**src/rtl/time_set_ctrl.sv**
```systemverilog
// Time-set controller: captures the live time, lets the user step and bump
// hour/min/sec fields, then pulses load on exit. Also drives field blink.
//
// state    | meaning
// ---------+----------------------------------------------------
// S_IDLE   | not editing; capture live time when timeset_run rises
// S_HOUR   | editing hour field
// S_MIN    | editing minute field
// S_SEC    | editing second field
// S_COMMIT | one-cycle load pulse, then back to S_IDLE
module time_set_ctrl #(
    parameter int BLINK_DIV = 500
) (
    input  logic       clk,
    input  logic       rst_n,
    input  logic       timeset_run,
    input  logic       sw_sel,
    input  logic       sw_inc,
    input  logic [4:0] cur_hour,
    input  logic [5:0] cur_min,
    input  logic [5:0] cur_sec,
    output logic [4:0] set_hour,
    output logic [5:0] set_min,
    output logic [5:0] set_sec,
    output logic       load,
    output logic [1:0] field,
    output logic       blink
);

    localparam int CW = (BLINK_DIV > 2) ? $clog2(BLINK_DIV) : 1;
    localparam logic [CW-1:0] CNT_LAST = CW'(BLINK_DIV - 1);

    typedef enum logic [2:0] {
        S_IDLE,
        S_HOUR,
        S_MIN,
        S_SEC,
        S_COMMIT
    } state_t;

    state_t        state;
    state_t        sel_next;
    logic          sel_q;
    logic          inc_q;
    logic          sel_edge;
    logic          inc_edge;
    logic [CW-1:0] blink_cnt;
    logic [4:0]    hour_inc;
    logic [5:0]    min_inc;
    logic [5:0]    sec_inc;

    assign sel_edge = sw_sel & ~sel_q;
    assign inc_edge = sw_inc & ~inc_q;

    // Out-of-range captured values fold back to zero on the first bump.
    assign hour_inc = (set_hour >= 5'd23) ? 5'd0 : set_hour + 5'd1;
    assign min_inc  = (set_min  >= 6'd59) ? 6'd0 : set_min  + 6'd1;
    assign sec_inc  = (set_sec  >= 6'd59) ? 6'd0 : set_sec  + 6'd1;

    always_comb begin
        sel_next = S_HOUR;
        case (state)
            S_HOUR:  sel_next = S_MIN;
            S_MIN:   sel_next = S_SEC;
            default: sel_next = S_HOUR;
        endcase
    end

    function automatic logic [1:0] field_code(input state_t s);
        case (s)
            S_HOUR:  return 2'd1;
            S_MIN:   return 2'd2;
            S_SEC:   return 2'd3;
            default: return 2'd0;
        endcase
    endfunction

    always_ff @(posedge clk or negedge rst_n) begin
        if (!rst_n) begin
            state     <= S_IDLE;
            sel_q     <= 1'b0;
            inc_q     <= 1'b0;
            set_hour  <= '0;
            set_min   <= '0;
            set_sec   <= '0;
            load      <= 1'b0;
            field     <= 2'd0;
            blink     <= 1'b1;
            blink_cnt <= '0;
        end else begin
            sel_q <= sw_sel;
            inc_q <= sw_inc;
            load  <= 1'b0;
            case (state)
                S_IDLE: begin
                    field     <= 2'd0;
                    blink     <= 1'b1;
                    blink_cnt <= '0;
                    if (timeset_run) begin
                        set_hour <= cur_hour;
                        set_min  <= cur_min;
                        set_sec  <= cur_sec;
                        state    <= S_HOUR;
                        field    <= 2'd1;
                    end
                end
                S_HOUR, S_MIN, S_SEC: begin
                    if (!timeset_run) begin
                        state     <= S_COMMIT;
                        load      <= 1'b1;
                        field     <= 2'd0;
                        blink     <= 1'b1;
                        blink_cnt <= '0;
                    end else begin
                        if (inc_edge) begin
                            case (state)
                                S_HOUR:  set_hour <= hour_inc;
                                S_MIN:   set_min  <= min_inc;
                                S_SEC:   set_sec  <= sec_inc;
                                default: ;
                            endcase
                        end
                        if (sel_edge) begin
                            state <= sel_next;
                            field <= field_code(sel_next);
                        end
                        if (inc_edge || sel_edge) begin
                            blink     <= 1'b1;
                            blink_cnt <= '0;
                        end else if (blink_cnt == CNT_LAST) begin
                            blink     <= ~blink;
                            blink_cnt <= '0;
                        end else begin
                            blink_cnt <= blink_cnt + 1'b1;
                        end
                    end
                end
                S_COMMIT: begin
                    state     <= S_IDLE;
                    field     <= 2'd0;
                    blink     <= 1'b1;
                    blink_cnt <= '0;
                end
                default: state <= S_IDLE;
            endcase
        end
    end

endmodule

```
**config.mk**
```make
export PLATFORM = sky130hd
export DESIGN_NAME = time_set_ctrl
export DESIGN_NICKNAME = d
export VERILOG_FILES = /design/src/rtl/time_set_ctrl.sv
export SDC_FILE = /design/constraint.sdc
export NUM_CORES = 1
export LEC_CHECK = 0
export BUFFER_PORTS_ARGS = -buffer_cell sky130_fd_sc_hd__buf_2
export CAP_MARGIN = 20
export CELL_PAD_IN_SITES_DETAIL_PLACEMENT = 1
export CELL_PAD_IN_SITES_GLOBAL_PLACEMENT = 1
export CORE_ASPECT_RATIO = 1.25
export CORE_MARGIN = 10
export CORE_UTILIZATION = 23
export CTS_CLUSTER_SIZE = 28
export DETAILED_ROUTE_END_ITERATION = 7
export PLACE_DENSITY = 0.59
export SETUP_SLACK_MARGIN = 0.2
export SYNTH_ARGS = -nofsm -noshare
export SYNTH_HDL_FRONTEND = slang
export SYNTH_SLANG_ARGS = --single-unit
```
**constraint.sdc**
```tcl
create_clock -name clk -period 2.6 [get_ports clk]
set_clock_uncertainty 0.2 [all_clocks]
set_input_delay 0.39 -clock clk [delete_from_list [all_inputs] [get_ports clk]]
set_output_delay 0.39 -clock clk [all_outputs]
set_load 0.005 [all_outputs]
```
==> results.txt, run 1 <==
The run finished, with violations left. The checks that failed: hold timing. Across all layers, the routed design uses 1754 vias. The worst setup path is of the flop to flop kind.

The residual overflow from global routing came out at 0. The fraction of power consumed by the clock network is 23.1%. In this run, CTS created clock tree buffers numbering 5. The area of the mapped netlist came out at 1950 um^2.

The critical path startpoint category is a flop. During synthesis, Yosys emitted a total of 0 warnings. The floorplan has 37 rows.

The max-slew violation count is 0. Counting every net in the synthesized netlist gives 232. In this run, synthesis produced a sequential element count of 35. The effective utilization at floorplan came out at 23.7%. The number of global-route vias before repair came out at 1915. For this design the static power due to leakage is 1.04 nW.

Among all flip-flop cells after synthesis, the most frequent one is dfrtp_1. The buffer cell driving the clock tree root is clkbuf_8. The first-pass GRT wire length is 9.29 mm. The number of buffers inserted by post-CTS setup repair came out at 0. The net switching component of the power is 642 uW. The post-route setup TNS is 0 ns. The count of unique library cells instantiated by Yosys is 46. The number of buffers inserted by hold repair at cts is 0. The area share of the leading cell type in the synthesized netlist came out at 43.6%.

The synthesis-to-finish area growth is 21.6%. The share of async-settable or async-resettable flops after synthesis is 100%. The worst hold path belongs to the class primary input to asynchronous set/reset pin.

The sequential area share after synthesis came out at 45.0%. The maximum fanout along the worst path came out at 7. The highest ir drop seen on vdd is 0.000357 V.

The number of antenna violations at the first check in global routing is 0. The number of clock sinks is 35. The count of port buffers added during placement came out at 42. Clock latency on the worst-skew pair, taken at its later pin, is 0.28 ns. The routed design could run at a clock period as short as 2.07 ns.

The floorplan step set the die width to 102 um. STA puts the critical path data required time at 2.62 ns. Clock-pin slew was measured on the worst setup and hold paths at 0.08 ns. The count of nets left with antenna violations after detail routing is 0. The worst path uses 79.6% of the clock period. Yosys attributes the largest share of cell area to dfrtp_1, o21ai_0, nor2_1, a21oi_1, nand2_1. The cell count after synthesis came out at 206. The worst hold slack across all endpoints is -0.00209 ns. The number of enable flip-flop cells after synthesis is 0.

The number of H-tree branching levels is 2. The switching power as a share of total power is 35.9%. The total length of routed wires is 5.36 mm. At the end of routability-driven placement, the weighted congestion stood at 0.749. Detailed placement ended at an HPWL of 4.06 mm. At the end of the flow, the number of nets in the layout was 276.

The largest buffer count on any clock path came out at 2. The post-detailed-route wirelength per cell came out at 15.4 um. The source of the critical timing path is blink_cnt[0].

The worst slew slack as a fraction of its limit came out at 46.6%. The count of TritonRoute iterations in the first routing pass is 4. The die area is 12600 um^2. dfrtp_1 is the most common cell in the netlist. The TritonCTS clock tree is yes. After floorplanning, the core was sized to cover 8240 um^2. The total track usage came out at 9.04%.

After the first detailed-routing iteration, the DRC count stood at 74. The vertical die dimension is 123 um. Setup repair after global routing left no endpoint under its margin. Static timing analysis puts the maximum clock frequency at 0.483 GHz.

The startpoint identified for the worst register-to-register timing path is blink_cnt[0]. The critical path data arrival time came out at 2.08 ns. The final-report hold violation count is 4.

At the pin with the least slew margin, the transition time is 0.800 ns. Cell internal power was estimated by the tool at 1.14 mW. The power density over the cells is 753 nW/um^2.

For this run, design rule violations remaining after detail routing come to 0. The total of max-cap violations came out at 0. The top cell type by total area after synthesis is dfrtp_1.

Registers are responsible for 46.5% of the overall power. The nature of the critical path endpoint is a flop. The pin count of the biggest net entering global routing is 36. By count the netlist is led by dfrtp_1, nor2_1, o21ai_0.

The share of layout cells above drive strength 1 is 24.3%. Cells fill 28.8% of the core in the end. The via-per-instance ratio came out at 5.04. The mean instance size in the synthesized netlist came out at 9.46 um^2. The combinational fraction of design power is 30.4%.

The antenna cell count came out at 0. Post-CTS repair changed the size of 0 cells. The count of endpoints failing setup in the final report came out at 0. The boundary pin count is 43.
[layout by cell type (no fill, tap or decap), types with 5 or more instances in the layout]
master,n
buf_2,42
clkbuf_8,6
and3_1,5
a21oi_1,13
nor2_1,20
a2bb2oi_1,6
o21ai_0,20
a211oi_1,5
dfrtp_1,34
nand2_1,17
inv_1,6
nand3_1,7
o2bb2ai_1,6
[through the flow]
step	cell area [um^2]	power [mW]	setup WS, ns	hold slack (ns)	std cells
after floorplan	1950	1.14	0.658	-0.106	206
after global placement	2280	1.39	0.492	0.281	340
after detailed placement	2280	1.40	0.464	0.303	340
after CTS	2370	1.82	0.489	0.0171	348
after global routing	2370	1.94	0.290	0.0173	348
final	2370	1.79	0.530	-0.00209	348
[state kept, by name, indices dropped and copies added, names as in the netlist]
| signal | flops |
|---|---|
| field | 2 |
| blink_cnt | 9 |
| load | 1 |
| set_hour | 5 |
| blink | 1 |
| inc_q | 1 |
| set_sec | 6 |
| state | 3 |
| sel_q | 1 |
| set_min | 6 |
[final cells by class]
type                            instances  area [um^2]
Clock inverter                          1         5.00
Sequential cell                        35          877
Timing Repair Buffer                   46          240
Tap cell                               97          121
Fill cell                             995         5870
Inverter                                6         22.5
Clock buffer                            7         86.3
Multi-Input combinational cell        156         1020
[metal layers]
layer	part of all wire, %	track usage [%]	vias up
li1	-	-	858
met1	45	10.5	864
met2	50	15.8	28
met3	4.0	2.51	4
met4	0.90	2.65	0
met5	0	0	-
[critical path: stages (launching register included)]
cell and delay, ns:
dfrtp_1 0.41, ha_1 0.21, nand2_1 0.06, or4_4 0.45, a41oi_4 0.35, mux2_4 0.33
[worst paths after layout]
path                                 to  slack (ns)  cells past startpoint
max in group asynchronous    set_min[3]        1.70                      1
hold reg to reg            blink_cnt[7]        0.32                      1
setup / recovery                  blink        0.53                      5
min in group clk                  sel_q        0.02                      1
hold / removal               set_min[0]      -0.002                      1
setup reg to reg                  blink        0.53                      5
[power groups by stage]
stage	Combinational, mW	Sequential [mW]	Clock [mW]
global placement	0.551	0.840	0
finish	0.542	0.830	0.413
detailed placement	0.559	0.842	0
floorplan	0.346	0.794	0
CTS	0.560	0.834	0.430
global route	0.626	0.861	0.449
[kinds of logic (layout without fill, tap and decap cells)]
| group | after synthesis | in the layout | share of synthesized area [%] |
|---|---|---|---|
| compound gates | 76 | 76 | 27.6 |
| simple gates | 68 | 68 | 18.0 |
| flops | 35 | 35 | 45.0 |
| buf+inv | 15 | 60 | 2.95 |
| xor+xnor | 7 | 7 | 3.15 |
| fa+ha+maj | 4 | 4 | 2.57 |
| mux | 1 | 1 | 0.770 |
Note: power is estimated with default switching activity, not from simulation.
==> run 2, diff against run 1 <==
==> constraint.sdc (replaced) <==
create_clock -name clk -period 2 [get_ports clk]
set_clock_uncertainty 0.2 [all_clocks]
set_input_delay 0.3 -clock clk [delete_from_list [all_inputs] [get_ports clk]]
set_output_delay 0.3 -clock clk [all_outputs]
set_load 0.005 [all_outputs]
==> run 2 against run 1 <==
  * The flow now finishes without violations
  * Final area grew 9.3%
  * Clock power grew 41%
  * Wire length grew 8.2%
  * Clock-buffer cell count grew 1
  * Critical path type unchanged
  * Largest cell class unchanged
  * Highest routed layer unchanged
==> results.txt, run 2 (synthesized netlist as in run 1, its figures left out) <==
The setup path with the least slack is of type flop to flop. The highest ir drop seen on vdd came out at 0.000248 V. The number of global-route vias before repair was 1956. For this run the aggregate overflow at the end of global routing stands at 0. The post-route cell area is 2590 um^2. 0 antenna diodes ended up in the layout.

The combinational fraction of design power is 32.3%. The maximum fanout along the worst path came out at 5. The number of H-tree branching levels came out at 2. The die area is 12600 um^2. Once detail routing completed, the nets flagged for antenna violations numbered 0.

The time the worst path needs with I/O delays and setup came out at 1.86 ns. The number of cells on the worst reg-to-reg path came out at 5. The worst slew slack as a fraction of its limit came out at 70.8%.

The via-per-instance ratio came out at 5.07. The detailed placement HPWL came out at 4.36 mm. The first-pass GRT wire length is 9.86 mm. Leaving out fill and tap cells, the most frequent cells in the layout are buf_2, dfrtp_1, nor2_1, o21ai_0, nand2_1.

The final-report hold violation count is 0. The area occupied by multi-input gates came out at 1070 um^2. Cell internal power was estimated by the tool at 1.57 mW. The terminus of the critical flop-to-flop path is blink. The critical path data arrival time is 1.88 ns. The worst register-to-register path begins at blink_cnt[0]. The register with the most flip-flops in the layout has 9 of them.

The number of antenna violations at the first check in global routing came out at 0. The area used by sequential logic in the layout is 878 um^2. The achievable clock frequency came out at 0.536 GHz. The width of the die came out at 102 um. Clock-pin slew was measured on the worst setup and hold paths at 0.07 ns. The worst setup path is captured at a flop. The fraction of power consumed by the clock network is 23.7%. The clock buffer count from CTS came out at 5. TritonCTS built the clock tree. The setup slack of the worst register-to-register path came out at 0.14 ns.

The final layout contains routed wiring with a total length of 5.80 mm. The effective utilization at floorplan is 23.7%. The tightest hold path in the finished design has a slack of 0.0805 ns. For the worst setup path, the data required time is 2.02 ns. The library cell used most frequently in the layout, excluding fill and tap cells, is buf_2. In this run the power density over the cells is 946 nW/um^2. The DRC marker count from the first detailed-route iteration came out at 56. The worst hold path begins at cur_min[5]. The run finished with clean final reports. The later pin in the worst-skew pair is clocked with a latency of 0.29 ns. The switching power as a share of total power is 35.8%. The worst hold path belongs to the class primary input to flop. The net switching component of the power is 879 uW.

In this run the clock root is driven by a clkbuf_8. Setup violations remaining at the end of the flow were counted as 0. The number of clock sinks came out at 35. The worst setup path is launched from a flop. The share of layout cells above drive strength 1 came out at 32.8%.

The vertical die dimension is 123 um. The worst setup margin came out at 0.135 ns. The longest clock path from root to sink contains 2 buffers. 43 I/O pins were placed. blink_cnt holds more flip-flops than any other register. The static leakage came out at 1.14 nW. Setup repair after global routing could not meet its margin everywhere. For this run, the post-layout net count is 293.

The post-route setup TNS is 0 ns. The share of total power in sequential cells is 44.0%. The part of the cycle the worst path needs came out at 93.2%. The synthesis-to-finish area growth came out at 33.0%. The post-detailed-route wirelength per cell is 15.9 um. The count of port buffers added during placement is 42. The placed standard-cell area came out at 2360 um^2. The worst hold path terminates at set_min[5].

The setup slack after placement is 0.0341 ns. Counting the fill cells in the layout gives 977. After floorplanning, the core was divided into 37 placement rows.

The total via count after detailed routing is 1851. The max-slew violation count is 0. The final weighted congestion in routability-driven placement came out at 0.746. The DRC violation count after routing is 0.

The area of the core came out at 8240 um^2. The worst hold path stage count is 3. For the pin with the worst max-slew slack, the measured transition is 0.438 ns. The total track usage came out at 9.61%. The count of TritonRoute iterations in the first routing pass is 4. The pin count of the biggest net entering global routing is 21. The total of max-cap violations is 0. The largest registers in the layout are blink_cnt (9), set_min (6), set_sec (6).
## run 2: cell count changes in the layout (fill, tap and decap cells not counted), sizes merged
cell         delta
buf            +14
dlygate4sd3     +3
clkbuf          +1
clkinv          -1
## run 2: repair_timing
action,in CTS,in global routing
hold buffers,3,0
endpoints found under the hold margin,17,0
gates resized for setup,5,13
buffers inserted,2,3
pin swaps,1,2
setup endpoints to repair,21,24
## run 2: worst max-delay path, stage by stage, from the launching register on
cell and delay, ns:
dfrtp_1 0.42, ha_2 0.20, nand2_1 0.05, or4_4 0.44
a41oi_4 0.17, mux2_4 0.32
## run 2: routing by layer
metal  share of wire, %  global-route usage [%]  up-vias
met2                 52                    17.1       28
met1                 42                    10.9      918
li1                   -                       -      899
met3                5.4                    2.73        6
met4                1.1                    2.56        0
met5                  0                       0        -
## run 2: per-stage QoR
step | std cells | utilization [%] | power, mW
finish | 365 | 31.5 | 2.45
global route | 365 | 31.5 | 2.67
CTS | 362 | 30.7 | 2.47
detailed placement | 349 | 28.6 | 1.86
global placement | 349 | 28.6 | 1.84
floorplan | 206 | - | 1.48
## run 2: how the worst max path moves through the flow
stage,startpoint,to,cells after the start
after global placement,state[2],set_min[2],5
after CTS,blink_cnt[0],blink,5
after floorplan,blink_cnt[0],blink,5
after detailed placement,state[2],set_min[2],5
final,blink_cnt[0],blink,5
after global routing,blink_cnt[0],blink,5
## run 2: power by group through the flow
stage / sequential (mW) / combinational [mW] / clock (mW)
CTS: 1.07 / 0.785 / 0.612
finish: 1.08 / 0.793 / 0.581
global route: 1.11 / 0.911 / 0.645
global placement: 1.08 / 0.757 / 0
floorplan: 1.03 / 0.451 / 0
detailed placement: 1.09 / 0.770 / 0
## run 2: area by class of cell
type	count	share of cell area, %
multi-input cells	156	41.5
flip-flops and latches	35	33.9
well taps	97	4.68
repair buffers	63	15.3
clock buffers	8	3.86
inverters	6	0.869
==> run 3, diff against run 2 <==
--- a/config.mk
+++ b/config.mk
@@ -7,14 +7,12 @@
 export LEC_CHECK = 0
 export BUFFER_PORTS_ARGS = -buffer_cell sky130_fd_sc_hd__buf_2
 export CAP_MARGIN = 20
-export CELL_PAD_IN_SITES_DETAIL_PLACEMENT = 1
-export CELL_PAD_IN_SITES_GLOBAL_PLACEMENT = 1
 export CORE_ASPECT_RATIO = 1.25
 export CORE_MARGIN = 10
 export CORE_UTILIZATION = 23
 export CTS_CLUSTER_SIZE = 28
 export DETAILED_ROUTE_END_ITERATION = 7
-export PLACE_DENSITY = 0.59
+export PLACE_DENSITY = 0.49
 export SETUP_SLACK_MARGIN = 0.2
 export SYNTH_ARGS = -nofsm -noshare
 export SYNTH_HDL_FRONTEND = slang
==> run 3 against run 2 <==
  * Hold slack improved by 0.0037 ns
  * Die area unchanged
  * Clock power decreased by 0.9%
  * Worst setup slack improved by 0.055 ns
  * Utilization decreased by 0.38 points
  * Critical endpoint unchanged
  * Critical path type unchanged
  * Clock-buffer cell count unchanged
  * Wire length decreased by 5.0%
  * Sequential share of layout area increased by 0.46 points
==> results.txt, run 3 (synthesized netlist as in run 1, its figures left out) <==
In this run the most critical hold path is launched from cur_min[5]. The worst hold path stage count is 3. The number of clock sinks is 35.

The total length of routed wires is 5.51 mm. In this run the core area contains 37 standard-cell rows. The residual overflow from global routing came out at 0. The DRC violation count after routing is 0. The area occupied by multi-input gates came out at 1050 um^2. In this design, the largest share of critical-path delay is due to simple AND/OR/NAND/NOR gates.

The flow ran to the end, and the final reports show no timing, DRC or antenna violations. The largest individual stage delay along the critical path comes from the cell or4_4. The highest ir drop seen on vdd came out at 0.000267 V. In this run the remaining antenna-violating nets after routing total 0. The longest individual stage delay on the worst path came out at 0.52 ns. Summed over all nets, the half-perimeter wirelength after detailed placement is 3.95 mm. The worst setup path is captured at a flop.

Leaving out fill and tap cells, the most frequent cell in the layout is buf_2. The data required time of the critical path is 2.01 ns. The total via count after detailed routing came out at 1774.

The register with the most flip-flops in the layout has 9 of them. The number of fillers in the final layout came out at 866. In this run the vertical extent of the chip is 123 um. The DRC marker count from the first detailed-route iteration is 110.

The largest buffer count on any clock path is 2. The clock buffer count from CTS came out at 5. The maximum fanout along the worst path came out at 5.

STA classifies the critical path startpoint as a flop. Setup violations remaining at the end of the flow were counted as 0. The worst slew slack as a fraction of its limit is 68.7%. From synthesis to final layout, the design area changed by 31.4%. The final weighted congestion in routability-driven placement is 0.744. The count of TritonRoute iterations in the first routing pass is 4. The effective utilization at floorplan came out at 23.7%.

The final-report hold violation count is 0. The startpoint identified for the worst register-to-register timing path is blink_cnt[4]. The number of cells on the worst reg-to-reg path is 4.

The critical path data arrival time came out at 1.82 ns. The total of max-cap violations came out at 0. In the routed layout, each cell is associated on average with a via count of 4.87. The part of the cycle the worst path needs came out at 90.5%. The top cell types in the final layout, fill and taps aside, are buf_2, dfrtp_1, nor2_1, o21ai_0, nand2_1. The time the worst path needs with I/O delays and setup came out at 1.81 ns. Traced cell by cell, the critical path runs through nand4_1 -> or4_4 -> a41oi_4 -> mux2_4.

The H-tree was split into 2 levels. The first-pass GRT wire length came out at 8.84 mm. The worst hold path terminates at set_min[5]. The width of the die came out at 102 um. In this run the worst setup path begins at blink_cnt[4]. The register clock-pin slew on the reported worst setup and hold paths is 0.07 ns. Setup repair after global routing could not meet its margin everywhere. In this run the worst hold path is classified as primary input to flop.

The setup slack of the worst register-to-register path is 0.19 ns. The net count of the finished layout is 292. The TritonCTS clock tree is yes. The antenna cell count came out at 0.

The max-slew violation count is 0. The critical path is of the flop to flop type. Summing all flip-flop and latch instances after layout gives 880 um^2. The final design utilization came out at 31.1%.

The largest registers in the layout are blink_cnt (9), set_min (6), set_sec (6). The clock insertion delay at the later pin of the skew report is 0.29 ns. The die area came out at 12600 um^2. The register with the most flip-flops is blink_cnt. In the final layout, the share of cells above drive strength 1 is 31.1%. For this design the static power due to leakage is 1.13 nW. The number of antenna violations at the first check in global routing is 0. The boundary pin count came out at 43. The number of global-route vias before repair came out at 1799. Timing would allow up to 0.553 GHz. Entering global routing, the biggest net connects 36 pins. The power density over the cells is 943 nW/um^2.

The total track usage came out at 8.68%. Summed over all failing endpoints, the final setup total negative slack is 0 ns. The post-detailed-route wirelength per cell is 15.1 um. The combined buffer and inverter count along the critical path came out at 0. In this run the critical register-to-register path is captured at blink.

The transition at the pin with the smallest max-transition slack came out at 0.470 ns. The area of the core is 8240 um^2. The buffer cell driving the clock tree root is clkbuf_8. The count of port buffers added during placement came out at 42.
run 3: cell types whose count changed in the layout (fill, tap and decap cells not counted), moves of 2 or more:
cell     previous run  this run
o21ai_1             0         2
ha_1                2         4
ha_2                2         0
buf_6               2         0
run 3: stage by stage:
step	total power, mW	hold WS, ns	std cells	cell area [um^2]	worst slack, ns
6_report	2.41	0.0842	364	2560	0.190
5_1_grt	2.62	0.0915	364	2560	0.0976
4_1_cts	2.44	0.0727	362	2510	0.175
3_5_place_dp	1.84	0.182	348	2350	0.120
3_3_place_gp	1.83	0.177	348	2350	0.150
2_1_floorplan	1.48	-0.196	206	1950	0.140
run 3: how the worst max path moves through the flow:
stage / endpoint / slack, ns / cells after the start
after global placement: set_min[2] / 0.15 / 5
after floorplan: blink / 0.14 / 5
final: blink / 0.19 / 4
after CTS: set_hour[4] / 0.17 / 4
after detailed placement: set_min[2] / 0.12 / 5
after global routing: blink / 0.1 / 4
run 3: timing repair:
action                                  4_1_cts  5_1_grt
hold buffers                                  3        0
endpoints found under the hold margin        36        0
resized for setup                             3       10
setup buffers                                 3        1
gates cloned                                  0        1
endpoints found under the setup margin       15       26
pin swaps                                     1        0
run 3: layout make-up:
class,count,area share (%)
flip-flops and latches,35,34.3
repair buffers,62,15.0
well taps,97,4.74
multi-input cells,156,41.1
clock buffers,8,3.91
inverters,6,0.879
run 3: per-layer routing:
| metal | global-route usage, % | part of all wire [%] | up-vias |
|---|---|---|---|
| met4 | 2.65 | 1.5 | 0 |
| met1 | 10.7 | 45 | 830 |
| met2 | 13.8 | 47 | 43 |
| li1 | - | - | 891 |
| met3 | 3.18 | 6.5 | 10 |
| met5 | 0 | 0 | - |
run 3: power by group:
part	internal (mW)	switching [mW]	leakage (nW)	total, mW
sequential	0.851	0.221	0.441	1.07
clock	0.315	0.261	0.0515	0.576
combinational	0.400	0.367	0.641	0.767
total	1.57	0.849	1.13	2.41
run 3: tightest hold or removal path, cell delays in order:
cell and delay (ns):
buf_2 0.11, nand2_1 0.05, a31oi_1 0.07
